[config.mk]
export PLATFORM = sky130hd
export DESIGN_NAME = imm_gen_pipe_flat
export DESIGN_NICKNAME = d
export VERILOG_FILES = /design/src/rtl/imm_gen_pipe_if.sv /design/src/rtl/imm_gen_pipe.sv /design/src/flat_wrapper.sv
export SDC_FILE = /design/constraint.sdc
export NUM_CORES = 1
export LEC_CHECK = 0
export ABC_AREA = 1
export CELL_PAD_IN_SITES_DETAIL_PLACEMENT = 1
export CELL_PAD_IN_SITES_GLOBAL_PLACEMENT = 1
export CORE_ASPECT_RATIO = 0.8
export CORE_MARGIN = 2
export CORE_UTILIZATION = 37
export CTS_CLUSTER_SIZE = 20
export DETAILED_ROUTE_END_ITERATION = 10
export MAX_ROUTING_LAYER = met4
export PLACE_DENSITY = 0.81
export SETUP_SLACK_MARGIN = 0.1
export SLEW_MARGIN = 40
export SYNTH_ARGS = -nofsm -noshare
export SYNTH_HDL_FRONTEND = slang
export SYNTH_SLANG_ARGS = --single-unit
[constraint.sdc]
create_clock -name clk -period 1.6 [get_ports clk]
set_clock_uncertainty 0.2 [all_clocks]
set_input_delay 0.48 -clock clk [delete_from_list [all_inputs] [get_ports clk]]
set_output_delay 0.48 -clock clk [all_outputs]
set_load 0.01 [all_outputs]
[src/rtl/imm_gen_pipe_if.sv]
// imm_gen_pipe_if: instruction-in / decoded-immediate-out handshake bundle.
interface imm_gen_pipe_if #(parameter int XLEN = 32);
    logic            in_valid;
    logic            in_ready;
    logic [31:0]     in_inst;
    logic            out_valid;
    logic            out_ready;
    logic [XLEN-1:0] out_imm;
    logic [2:0]      out_fmt;
    logic [31:0]     out_inst;
    logic [2:0]      count;
    modport slave (
        input  in_valid, in_inst, out_ready,
        output in_ready, out_valid, out_imm, out_fmt, out_inst, count
    );
    modport master (
        output in_valid, in_inst, out_ready,
        input  in_ready, out_valid, out_imm, out_fmt, out_inst, count
    );
endinterface

[src/rtl/imm_gen_pipe.sv]
// imm_gen_pipe: RV immediate decoder feeding a DEPTH-stage elastic pipeline.
module imm_gen_pipe #(
    parameter int XLEN    = 32,
    parameter int DEPTH   = 2,
    parameter bit ZIMM_EN = 1
) (
    input  logic          clk,
    input  logic          rst_n,
    input  logic          flush,
    imm_gen_pipe_if.slave bus
);
    typedef enum logic [2:0] {FMT_R, FMT_I, FMT_S, FMT_B, FMT_U, FMT_J, FMT_Z, FMT_ILL} fmt_e;
    localparam bit RV64 = (XLEN == 64);

    logic [31:0]      inst;
    fmt_e             fmt_d;
    logic [31:0]      imm32;
    logic [XLEN-1:0]  imm_d;
    logic [DEPTH:0]   go;
    logic [DEPTH-1:0] vld_q, vld_d, adv, ld;
    logic [2:0]       cnt;
    logic [XLEN-1:0]  imm_q  [DEPTH];
    fmt_e             fmt_q  [DEPTH];
    logic [31:0]      inst_q [DEPTH];

    assign inst = bus.in_inst;

    always_comb begin
        case (inst[6:0])
            7'b0010011, 7'b0000011, 7'b1100111, 7'b0001111: fmt_d = FMT_I;
            7'b0011011: fmt_d = RV64 ? FMT_I : FMT_ILL;
            7'b0100011: fmt_d = FMT_S;
            7'b1100011: fmt_d = FMT_B;
            7'b0110111, 7'b0010111: fmt_d = FMT_U;
            7'b1101111: fmt_d = FMT_J;
            7'b0110011: fmt_d = FMT_R;
            7'b0111011: fmt_d = RV64 ? FMT_R : FMT_ILL;
            7'b1110011: fmt_d = (ZIMM_EN && inst[14]) ? FMT_Z : FMT_I;
            default:    fmt_d = FMT_ILL;
        endcase
        imm32 = fmt_d == FMT_S ? {{20{inst[31]}}, inst[31:25], inst[11:7]} :
                fmt_d == FMT_B ? {{19{inst[31]}}, inst[31], inst[7], inst[30:25], inst[11:8], 1'b0} :
                fmt_d == FMT_U ? {inst[31:12], 12'b0} :
                fmt_d == FMT_J ? {{11{inst[31]}}, inst[31], inst[19:12], inst[20], inst[30:21], 1'b0} :
                                 {{20{inst[31]}}, inst[31:20]};
        imm_d = fmt_d == FMT_Z ? XLEN'(inst[19:15]) :
                (fmt_d == FMT_R || fmt_d == FMT_ILL) ? '0 : XLEN'($signed(imm32));
    end

    // go[i]: stage i can take new data this cycle; go[DEPTH] is the downstream sink.
    always_comb begin
        go = '0;
        adv = '0;
        ld = '0;
        vld_d = '0;
        cnt = '0;
        go[DEPTH] = bus.out_ready;
        for (int i = DEPTH - 1; i >= 0; i--) begin
            adv[i] = vld_q[i] && go[i+1];
            go[i] = !vld_q[i] || adv[i];
        end
        ld[0] = bus.in_valid && !flush && go[0];
        for (int i = 1; i < DEPTH; i++) ld[i] = adv[i-1];
        for (int i = 0; i < DEPTH; i++) begin
            vld_d[i] = !flush && (ld[i] || (vld_q[i] && !adv[i]));
            cnt = cnt + 3'(vld_q[i]);
        end
    end

    always_ff @(posedge clk or negedge rst_n) begin
        if (!rst_n) begin
            vld_q <= '0;
            for (int i = 0; i < DEPTH; i++) begin
                imm_q[i]  <= '0;
                fmt_q[i]  <= FMT_R;
                inst_q[i] <= '0;
            end
        end else begin
            vld_q <= vld_d;
            if (ld[0]) begin
                imm_q[0]  <= imm_d;
                fmt_q[0]  <= fmt_d;
                inst_q[0] <= inst;
            end
            for (int i = 1; i < DEPTH; i++) begin
                if (ld[i]) begin
                    imm_q[i]  <= imm_q[i-1];
                    fmt_q[i]  <= fmt_q[i-1];
                    inst_q[i] <= inst_q[i-1];
                end
            end
        end
    end

    assign bus.in_ready  = !flush && go[0];
    assign bus.out_valid = vld_q[DEPTH-1];
    assign bus.out_imm   = imm_q[DEPTH-1];
    assign bus.out_fmt   = fmt_q[DEPTH-1];
    assign bus.out_inst  = inst_q[DEPTH-1];
    assign bus.count     = cnt;
endmodule

[src/flat_wrapper.sv]
// flat-port wrapper written by rule: the top's interface ports become plain ports
module imm_gen_pipe_flat 
#(
    parameter int XLEN    = 32,
    parameter int DEPTH   = 2,
    parameter bit ZIMM_EN = 1
)
  (clk, rst_n, flush, bus_in_valid, bus_in_inst, bus_out_ready, bus_in_ready, bus_out_valid, bus_out_imm, bus_out_fmt, bus_out_inst, bus_count);
  imm_gen_pipe_if #(.XLEN(XLEN)) bus_i ();
  input  logic clk;
  input  logic rst_n;
  input  logic flush;
  input wire logic [$bits(bus_i.in_valid)-1:0] bus_in_valid;
  input wire logic [$bits(bus_i.in_inst)-1:0] bus_in_inst;
  input wire logic [$bits(bus_i.out_ready)-1:0] bus_out_ready;
  output wire logic [$bits(bus_i.in_ready)-1:0] bus_in_ready;
  output wire logic [$bits(bus_i.out_valid)-1:0] bus_out_valid;
  output wire logic [$bits(bus_i.out_imm)-1:0] bus_out_imm;
  output wire logic [$bits(bus_i.out_fmt)-1:0] bus_out_fmt;
  output wire logic [$bits(bus_i.out_inst)-1:0] bus_out_inst;
  output wire logic [$bits(bus_i.count)-1:0] bus_count;
  assign bus_i.in_valid = bus_in_valid;
  assign bus_i.in_inst = bus_in_inst;
  assign bus_i.out_ready = bus_out_ready;
  assign bus_in_ready = bus_i.in_ready;
  assign bus_out_valid = bus_i.out_valid;
  assign bus_out_imm = bus_i.out_imm;
  assign bus_out_fmt = bus_i.out_fmt;
  assign bus_out_inst = bus_i.out_inst;
  assign bus_count = bus_i.count;
  imm_gen_pipe #(.XLEN(XLEN), .DEPTH(DEPTH), .ZIMM_EN(ZIMM_EN)) u_core (.clk(clk), .rst_n(rst_n), .flush(flush), .bus(bus_i));
endmodule
==> results.md, run 1 <==
| Result | Reported |
| --- | --- |
| Result of the run | complete, but fails checks |
| Violations in the final reports | negative setup slack |
| Residual DRC count | 0 |
| Critical Path Source Type | register |
| HP Class | input pin to register |
| Antenna-violating nets left | 0 |
| Number of core rows | 42 |
| Post-route setup slack | -0.351 ns |
| Portion of the post-synthesis area used by sequential elements | 54.5% |
| Layout cells sized above 1 | 52.1% |
| Top-area cell type share of the netlist area | 54.5% |
| Pin count of the biggest net entering global routing | 43 |
| Met2 track utilization from global routing | 42.6% |
| Die Wd | 149 um |
| Io pins | 109 |
| Worst-path cell with the longest stage delay | dfrtp_1 |
| Combined area of all synthesized cells | 6240 um^2 |
| Source of the worst register-to-register timing path | u_core.vld_q[1] |
| Largest cells by area after synthesis | dfrtp_1, mux2_2, buf_4, nand2_1, o21ai_0 |
| Cell with the most instances after synthesis | dfrtp_1 |
| Top flip-flop cell by instance count after synthesis | dfrtp_1 |
| Setup repair after global routing missed its margin | true |
| Max capacitance violation total | 0 |
| Cell taking the most area after synthesis | dfrtp_1 |
| Total of endpoints with negative setup slack in the final report | 193 |
| Cell-by-cell trace of the critical path | buf_4 > nand3_4 > buf_6 > buf_6 > nand2_8 > clkinv_8 > buf_16 > nand2_4 > nor2_1 > a21oi_1 > o21ai_1 |
| Worst hold path stage count | 3 |
| Crit path capture type | register |
| Worst path max stage delay | 0.37 ns |
| Pleak | 4.92 nW |
| Syn Nets | 660 |
| Detailed router's first-iteration violation count | 399 |
| Length in cells of the worst reg-to-reg path | 11 |
| Register bit count reported by yosys | 136 |
| Arrival time at the worst endpoint | 2.05 ns |
| Part of the cycle the worst path needs | 122% |
| Worst reg2reg path endpoint | u_core.imm_q[33] |
| Total wire length | 26500 um |
| Core Region | 16600 um^2 |
| Clock Root Buffer | clkbuf_16 |
| Min-Delay Startpoint | bus_in_inst[1] |
| Half-perimeter wire length after detailed placement | 12800 um |
| Worst-case vdd ir drop | 789 uV |
| Final non-filler cell area | 9760 um^2 |
| Met3 Track Usage GR | 6.53% |
| EDFF count, synth | 0 |
| Initial antenna violation count | 1 |
| Via count of the first global-routing pass | 5920 |
| Final max-slew violation count | 0 |
| Required @ worst endpoint | 1.70 ns |
| Grt peak-use layer | met2 |
| Via-to-Cell Ratio | 5.39 |
| Power per Cell Area | 1070 nW/um^2 |
| Initial Utilization | 37.7% |
| Wire length of the first global-routing pass | 33600 um |
| Maximum count of clock buffers along a single path | 2 |
| Global placer's final weighted congestion | 0.914 |
| Critical path's most frequent cell | buf_6 |
| Fraction of registers with async set or reset after synthesis | 100% |
| Clock buffers created by TritonCTS | 17 |
| Met1 Use GR | 29.9% |
| Total gr overflow | 0 |
| Clock tree from TritonCTS | built |
| Number of vias in the routed layout | 5611 |
| Clock sinks | 136 |
| Total Neg Setup Slack | -24.06 ns |
| Fin. Hold Viols | 0 |
| Die Area | 17900 um^2 |
| Slack of the worst reg-to-reg path | -0.35 ns |
| Clock slew at reported path FFs | 0.07 ns |
| Mean Syn Cell Area | 10.0 um^2 |
| Post-Place Cell Area | 7600 um^2 |
| Commonest cells in the netlist | dfrtp_1, nand2_1, buf_4 |
| Worst hold slack after final layout | 0.105 ns |
| Chip Height | 120 um |
| Min cycle time layout | 1.95 ns |
| P&R area growth vs syn | 56.3% |
| Number of distinct library cell variants in the gate-level netlist after synthesis | 27 |
| Wire per inst | 25.5 um |
| Clock latency of the later-clocked register in the worst-skew pair | 0.44 ns |
| GRT Resource Usage Total | 26.1% |
| Maximum clock frequency | 0.513 GHz |
| First-pass detailed-route iteration total | 5 |
| Number of port buffers | 107 |
| Synth warn | 0 |
| H-tree depth | 4 |
| Gate count of the mapped netlist | 622 |
| Setup CP Type | register to register |
| Worst-path maximum fanout | 6 |
| Final net count | 846 |
| Endpoint of the worst hold-timing path | u_core.inst_q[33] |
-- critical path, delay by kind of cell, from the launching register on --
| family | cells | cell delay [ns] |
|---|---|---|
| compound gates | 2 | 0.32 |
| simple gates | 4 | 0.32 |
| buf+inv | 5 | 0.60 |
| flops | 1 | 0.37 |
-- worst max-delay path by stage --
stage / startpoint / endpoint
finish: u_core.vld_q[1] / u_core.imm_q[33]
global route: u_core.vld_q[1] / u_core.imm_q[33]
CTS: u_core.vld_q[1] / bus_count[0]
detailed placement: bus_in_inst[2] / u_core.imm_q[52]
global placement: bus_in_inst[0] / u_core.imm_q[58]
floorplan: bus_in_inst[0] / u_core.imm_q[38]
-- state kept, by name (all words and copies together), names as in the netlist --
signal and flops:
u_core.bus.out_fmt 3, u_core.bus.out_imm 32, u_core.bus.out_inst 32, u_core.fmt_q 3
u_core.imm_q 32, u_core.inst_q 32, u_core.vld_q 2
-- routing by layer --
layer	vias to the layer above	routed length, um
met2	277	13200
met4	0	1470
li1	2360	-
met3	111	1560
met1	2863	10300
met5	-	0
-- stage by stage --
step	worst slack, ns	instances	total power, mW	util [%]
6_report	-0.351	1041	10.5	59.0
5_1_grt	-0.423	1041	10.8	59.0
4_1_cts	-0.355	996	9.83	53.2
3_5_place_dp	-0.940	916	5.70	45.9
3_3_place_gp	-0.828	916	5.61	45.9
2_1_floorplan	-0.197	622	5.03	-
-- final cells by class --
class                      instances  area (um^2)
antenna                            1         2.50
clock buffer                      21          470
clock inverter                    10          119
fill                            1726         6790
inverter                          42          175
multi-input combinational        350         2740
sequential                       136         3400
tap                              220          275
timing repair buffer             261         2580
-- timing repair --
| item | 4_1_cts | 5_1_grt |
|---|---|---|
| buffers inserted | 38 | 37 |
| hold buffers | 1 | 0 |
| pin swaps | 11 | 13 |
| cloned | 10 | 9 |
| resized for setup | 441 | 138 |
| setup endpoints to repair | 204 | 205 |
| endpoints found under the hold margin | 44 | 0 |
-- layout by cell type (no fill, tap or decap), types with 25 or more instances in the layout --
cell	Yosys	final
o21ai_1	15	27
o21ai_2	0	25
dfrtp_1	136	136
mux2_4	0	53
inv_1	39	36
nand2_1	128	89
buf_2	11	56
clkdlybuf4s50_1	0	26
buf_4	69	102
buf_6	2	35
nand2_2	4	30
-- kinds of logic (layout without fill, tap and decap cells) --
kind of cell               count (synthesis)  in the layout  synth area share [%]
adders and majority gates                  1              1                 0.200
DFF                                      136            136                  54.5
other                                      1              2                0.0601
buffers and inverters                    138            334                  12.9
AOI/OAI and AO/OA                         92             92                  7.68
muxes                                     53             53                  9.56
and+or+nand+nor                          201            203                  15.1
-- power breakdown --
group	switching, mW	internal, mW	total (mW)
combinational	1.09	1.19	2.28
sequential	0.268	3.82	4.09
clock	1.67	2.42	4.08
No activity file was read; power rests on OpenSTA's default activity.
==> run 2: changes to the inputs <==
--- a/config.mk
+++ b/config.mk
@@ -9,12 +9,12 @@
 export CELL_PAD_IN_SITES_DETAIL_PLACEMENT = 1
 export CELL_PAD_IN_SITES_GLOBAL_PLACEMENT = 1
 export CORE_ASPECT_RATIO = 0.8
-export CORE_MARGIN = 2
-export CORE_UTILIZATION = 37
+export CORE_MARGIN = 1
+export CORE_UTILIZATION = 41
 export CTS_CLUSTER_SIZE = 20
 export DETAILED_ROUTE_END_ITERATION = 10
 export MAX_ROUTING_LAYER = met4
-export PLACE_DENSITY = 0.81
+export PLACE_DENSITY = 0.85
 export SETUP_SLACK_MARGIN = 0.1
 export SLEW_MARGIN = 40
 export SYNTH_ARGS = -nofsm -noshare
==> constraint.sdc (replaced) <==
create_clock -name clk -period 2.2 [get_ports clk]
set_clock_uncertainty 0.2 [all_clocks]
set_input_delay 0.66 -clock clk [delete_from_list [all_inputs] [get_ports clk]]
set_output_delay 0.66 -clock clk [all_outputs]
set_load 0.01 [all_outputs]
==> results.md, run 2 (synthesis results as in run 1) <==
| Result | Reported |
| --- | --- |
| Result of the run | finished, final reports clean |
| Max capacitance violation total | 0 |
| Number of core rows | 39 |
| Die Wd | 140 um |
| Final Non-Filler Cells | 921 |
| Antenna-violating nets left | 0 |
| Critical Path Source Type | register |
| Fin. Hold Viols | 0 |
| Detailed router's first-iteration violation count | 216 |
| GRT Resource Usage Total | 25.4% |
| Layout cells sized above 1 | 25.6% |
| Worst-case vdd ir drop | 569 uV |
| Total placed cells including tap cells | 880 |
| Worst-path maximum fanout | 3 |
| Total gr overflow | 0 |
| Required @ worst endpoint | 1.34 ns |
| Die Area | 15700 um^2 |
| Clock sinks | 136 |
| HP Class | register to register |
| Residual DRC count | 0 |
| Setup CP Type | register to primary output |
| Total wire length | 18100 um |
| Count of inserted antenna diode cells | 0 |
| Clock buffers created by TritonCTS | 17 |
| Leading cell types in the layout, fill and taps excluded | dfrtp_1, nand2_1, dlygate4sd2_1 |
| First-pass detailed-route iteration total | 4 |
| Post-route setup slack | 0.0657 ns |
| Via-to-Cell Ratio | 5.11 |
| Clock latency of the later-clocked register in the worst-skew pair | 0.43 ns |
| Multi-input logic area | 2100 um^2 |
| Number of port buffers | 107 |
| H-tree depth | 4 |
| Clock tree from TritonCTS | built |
| Half-perimeter wire length after detailed placement | 12500 um |
| Chip Height | 112 um |
| Power after layout | 7.02 mW |
| Number of vias in the routed layout | 4702 |
| Core Region | 14600 um^2 |
| Leading cell type in the layout, fill and taps excluded | dfrtp_1 |
| Sequential Area | 3400 um^2 |
| Pin count of the biggest net entering global routing | 40 |
| Setup repair after global routing missed its margin | true |
| Via count of the first global-routing pass | 5273 |
| Worst slack at placement | -0.581 ns |
| Crit path capture type | primary output |
| Pleak | 4.13 nW |
| P&R area growth vs syn | 30.1% |
| Maximum clock frequency | 0.469 GHz |
| Wire length of the first global-routing pass | 28800 um |
| Filler Cell Count | 1580 |
| Maximum count of clock buffers along a single path | 2 |
| Io pins | 109 |
| Clock slew at reported path FFs | 0.06 ns |
| Arrival time at the worst endpoint | 1.27 ns |
| Final net count | 762 |
| Final max-slew violation count | 0 |
| Global placer's final weighted congestion | 0.846 |
| Wire per inst | 19.6 um |
| Power per Cell Area | 864 nW/um^2 |
| Total of endpoints with negative setup slack in the final report | 0 |
| Clock Root Buffer | clkbuf_16 |
| Min cycle time layout | 2.13 ns |
| Initial Utilization | 42.8% |
| Part of the cycle the worst path needs | 97.0% |
| Initial antenna violation count | 0 |
[run 2: changes by cell type in the layout (fill, tap and decap cells not counted), sizes merged, moves of 2 or more]
cell,change
buf,-151
clkinv,+2
clkdlybuf4s15,+2
bufinv,+2
clkbuf,-8
dlygate4sd2,+72
[run 2: critical path, cell delays in order (launching register included)]
cell and delay [ns]:
dfrtp_1 0.41, buf_6 0.15, nand3_4 0.07, nand2_1 0.05, inv_1 0.05, buf_2 0.12
[run 2: metal layers]
| layer | global-route usage (%) | share of wire [%] |
|---|---|---|
| met1 | 31.6 | 44 |
| met2 | 41.7 | 50 |
| met3 | 4.91 | 4.4 |
| met4 | 8.28 | 1.5 |
| met5 | - | 0 |
[run 2: area by class of cell]
class / instances / area share (%)
Sequential cell: 136 / 41.9
Multi-Input combinational cell: 349 / 25.8
Inverter: 42 / 1.94
Timing Repair Buffer: 178 / 19.8
Clock inverter: 13 / 2.17
Clock buffer: 19 / 5.58
Tap cell: 184 / 2.83
[run 2: final timing paths]
| kind | end | slack [ns] | startpoint | cells after the start |
|---|---|---|---|---|
| worst max-delay path | bus_in_ready | 0.07 | u_core.vld_q[1] | 5 |
| worst min-delay path | u_core.bus.out_inst[29] | 0.29 | u_core.bus.out_inst[29] | 2 |
| worst max register to register | u_core.imm_q[35] | 0.16 | u_core.vld_q[1] | 12 |
| worst min register to register | u_core.bus.out_inst[29] | 0.29 | u_core.bus.out_inst[29] | 2 |
| max in group asynchronous | u_core.imm_q[45] | 0.73 | rst_n | 3 |
| min in group asynchronous | u_core.bus.out_inst[1] | 0.52 | rst_n | 2 |
[run 2: repair_timing]
item / in CTS / in global routing
pin swaps: 5 / 2
hold buffers: 1 / 0
gates resized for setup: 102 / 8
setup endpoints to repair: 105 / 7
hold endpoints to repair: 35 / 0
buffers inserted: 5 / 2
cloned: 1 / 0
[run 2: where the power goes]
group / internal (mW) / leakage [nW] / switching, mW
Combinational: 0.489 / 2.06 / 0.539
Sequential: 2.78 / 1.76 / 0.165
Clock: 1.95 / 0.305 / 1.10
[run 2: stage by stage]
step	hold slack (ns)	util (%)	instance area [um^2]	TNS, ns
6_report	0.290	55.7	8120	0
4_1_cts	0.294	55.4	8080	0
3_5_place_dp	0.270	51.2	7460	-26.62
3_3_place_gp	0.260	51.2	7460	-18.97
2_1_floorplan	0.164	-	6240	0
5_1_grt	0.317	55.7	8120	0
==> run 3: changes to the inputs <==
--- a/config.mk
+++ b/config.mk
@@ -9,13 +9,14 @@
 export CELL_PAD_IN_SITES_DETAIL_PLACEMENT = 1
 export CELL_PAD_IN_SITES_GLOBAL_PLACEMENT = 1
 export CORE_ASPECT_RATIO = 0.8
-export CORE_MARGIN = 1
+export CORE_MARGIN = 4
 export CORE_UTILIZATION = 41
 export CTS_CLUSTER_SIZE = 20
 export DETAILED_ROUTE_END_ITERATION = 10
 export MAX_ROUTING_LAYER = met4
 export PLACE_DENSITY = 0.85
 export SETUP_SLACK_MARGIN = 0.1
+export SKIP_CTS_REPAIR_TIMING = 1
 export SLEW_MARGIN = 40
 export SYNTH_ARGS = -nofsm -noshare
 export SYNTH_HDL_FRONTEND = slang
==> results.md, run 3 (synthesis results as in run 1) <==
| Result | Reported |
| --- | --- |
| Result of the run | finished, final reports clean |
| Worst-case vdd ir drop | 591 uV |
| Post-route core utilization | 56.2% |
| Leading cell types in the layout, fill and taps excluded | dfrtp_1, nand2_1, dlymetal6s2s_1 |
| Max capacitance violation total | 0 |
| Number of vias in the routed layout | 4832 |
| Global placer's final weighted congestion | 0.902 |
| Final Non-Filler Cells | 925 |
| Maximum count of clock buffers along a single path | 2 |
| Wire per inst | 19.4 um |
| Clock sinks | 136 |
| Detailed router's first-iteration violation count | 306 |
| Wire length of the first global-routing pass | 27700 um |
| Total gr overflow | 0 |
| Required @ worst endpoint | 1.34 ns |
| Worst-path cell with the longest stage delay | dfrtp_1 |
| Leading cell type in the layout, fill and taps excluded | dfrtp_1 |
| Final max-slew violation count | 0 |
| Part of the cycle the worst path needs | 98.0% |
| GRT Resource Usage Total | 20.9% |
| Initial Utilization | 41.7% |
| Clock latency of the later-clocked register in the worst-skew pair | 0.42 ns |
| Total of endpoints with negative setup slack in the final report | 0 |
| Worst-path maximum fanout | 3 |
| Clock slew at reported path FFs | 0.06 ns |
| Crit path capture type | primary output |
| Half-perimeter wire length after detailed placement | 12400 um |
| Kind of cell adding the most delay to the critical path | flip-flops |
| Total placed cells including tap cells | 883 |
| HP Class | register to register |
| Maximum clock frequency | 0.464 GHz |
| Antenna-violating nets left | 0 |
| Via-to-Cell Ratio | 5.22 |
| Total wire length | 17900 um |
| Critical path's most frequent cell | buf_6 |
| Die Wd | 146 um |
| Core Region | 15000 um^2 |
| H-tree depth | 4 |
| Buf+Inv Stages, Crit Path | 2 |
| Worst path max stage delay | 0.41 ns |
| Residual DRC count | 0 |
| Io pins | 109 |
| Setup repair after global routing missed its margin | true |
| Chip Height | 118 um |
| Clock tree from TritonCTS | built |
| Fin. Hold Viols | 0 |
| P&R area growth vs syn | 34.7% |
| Pin count of the biggest net entering global routing | 46 |
| Min cycle time layout | 2.16 ns |
| Arrival time at the worst endpoint | 1.30 ns |
| Die Area | 17300 um^2 |
| Pleak | 4.93 nW |
| Via count of the first global-routing pass | 5169 |
| Clock buffers created by TritonCTS | 17 |
| First-pass detailed-route iteration total | 7 |
| Initial antenna violation count | 2 |
| Setup CP Type | register to primary output |
| Cell-by-cell trace of the critical path | buf_6 > ha_4 > buf_6 |
| Number of port buffers | 107 |
| Power per Cell Area | 800 nW/um^2 |
| Clock Root Buffer | clkbuf_16 |
| Number of core rows | 40 |
| Critical Path Source Type | register |
| Layout cells sized above 1 | 25.9% |
| Power after layout | 6.73 mW |
| Final net count | 759 |
-- run 3: cell types whose count changed in the layout (fill, tap and decap cells not counted), sizes merged --
| cell | previous run | this run |
|---|---|---|
| clkdlybuf4s15 | 3 | 0 |
| clkinv | 6 | 3 |
| dlymetal6s2s | 0 | 77 |
| clkbuf | 19 | 26 |
| nand4 | 19 | 20 |
| bufinv | 4 | 0 |
| buf | 74 | 70 |
| diode | 0 | 2 |
| dlygate4sd2 | 74 | 0 |
-- run 3: layer usage --
metal	up-vias	part of all wire, %	global-route usage [%]
met4	0	3.1	7.65
met3	56	6.3	6.13
met1	2431	43	25.7
met5	-	0	-
met2	180	48	33.0
li1	2165	-	-
-- run 3: final timing paths --
| path | startpoint | end | slack, ns | cells after the start |
|---|---|---|---|---|
| setup / recovery | u_core.vld_q[1] | bus_count[0] | 0.04 | 3 |
| hold / removal | u_core.bus.out_inst[8] | u_core.bus.out_inst[8] | 0.28 | 2 |
| setup reg to reg | u_core.vld_q[1] | u_core.imm_q[36] | 0.34 | 10 |
| hold reg to reg | u_core.bus.out_inst[8] | u_core.bus.out_inst[8] | 0.28 | 2 |
| max in group asynchronous | rst_n | u_core.vld_q[0] | 0.69 | 3 |
| min in group asynchronous | rst_n | u_core.bus.out_inst[1] | 0.51 | 2 |
-- run 3: area by class of cell --
cell class / count / area, um^2
Tap cell: 189 / 236
Clock inverter: 6 / 37.5
Fill cell: 1571 / 6550
Inverter: 42 / 158
Multi-Input combinational cell: 350 / 2150
Sequential cell: 136 / 3400
Antenna cell: 2 / 5.00
Timing Repair Buffer: 174 / 1890
Clock buffer: 26 / 529
-- run 3: power breakdown --
group / total (mW) / switching [mW] / internal, mW / leakage [nW]
Sequential: 2.94 / 0.154 / 2.78 / 1.76
Clock: 2.68 / 1.03 / 1.64 / 0.274
Combinational: 1.12 / 0.544 / 0.575 / 2.89
Total: 6.73 / 1.73 / 5.00 / 4.93
-- run 3: worst min-delay path: stages, from the launching register on --
cell and delay [ns]:
dfrtp_1 0.34, nand2_1 0.05, o21ai_0 0.06
-- run 3: per-stage QoR --
stage / TNS [ns] / hold slack (ns) / setup WS, ns / area [um^2]
after floorplan: 0 / 0.164 / 0.191 / 6240
after global placement: -15.71 / 0.261 / -0.524 / 7480
after detailed placement: -21.45 / 0.270 / -0.583 / 7480
after CTS: -2.96 / -0.0586 / -0.592 / 8050
after global routing: 0 / 0.302 / 0.00161 / 8410
final: 0 / 0.282 / 0.0432 / 8410
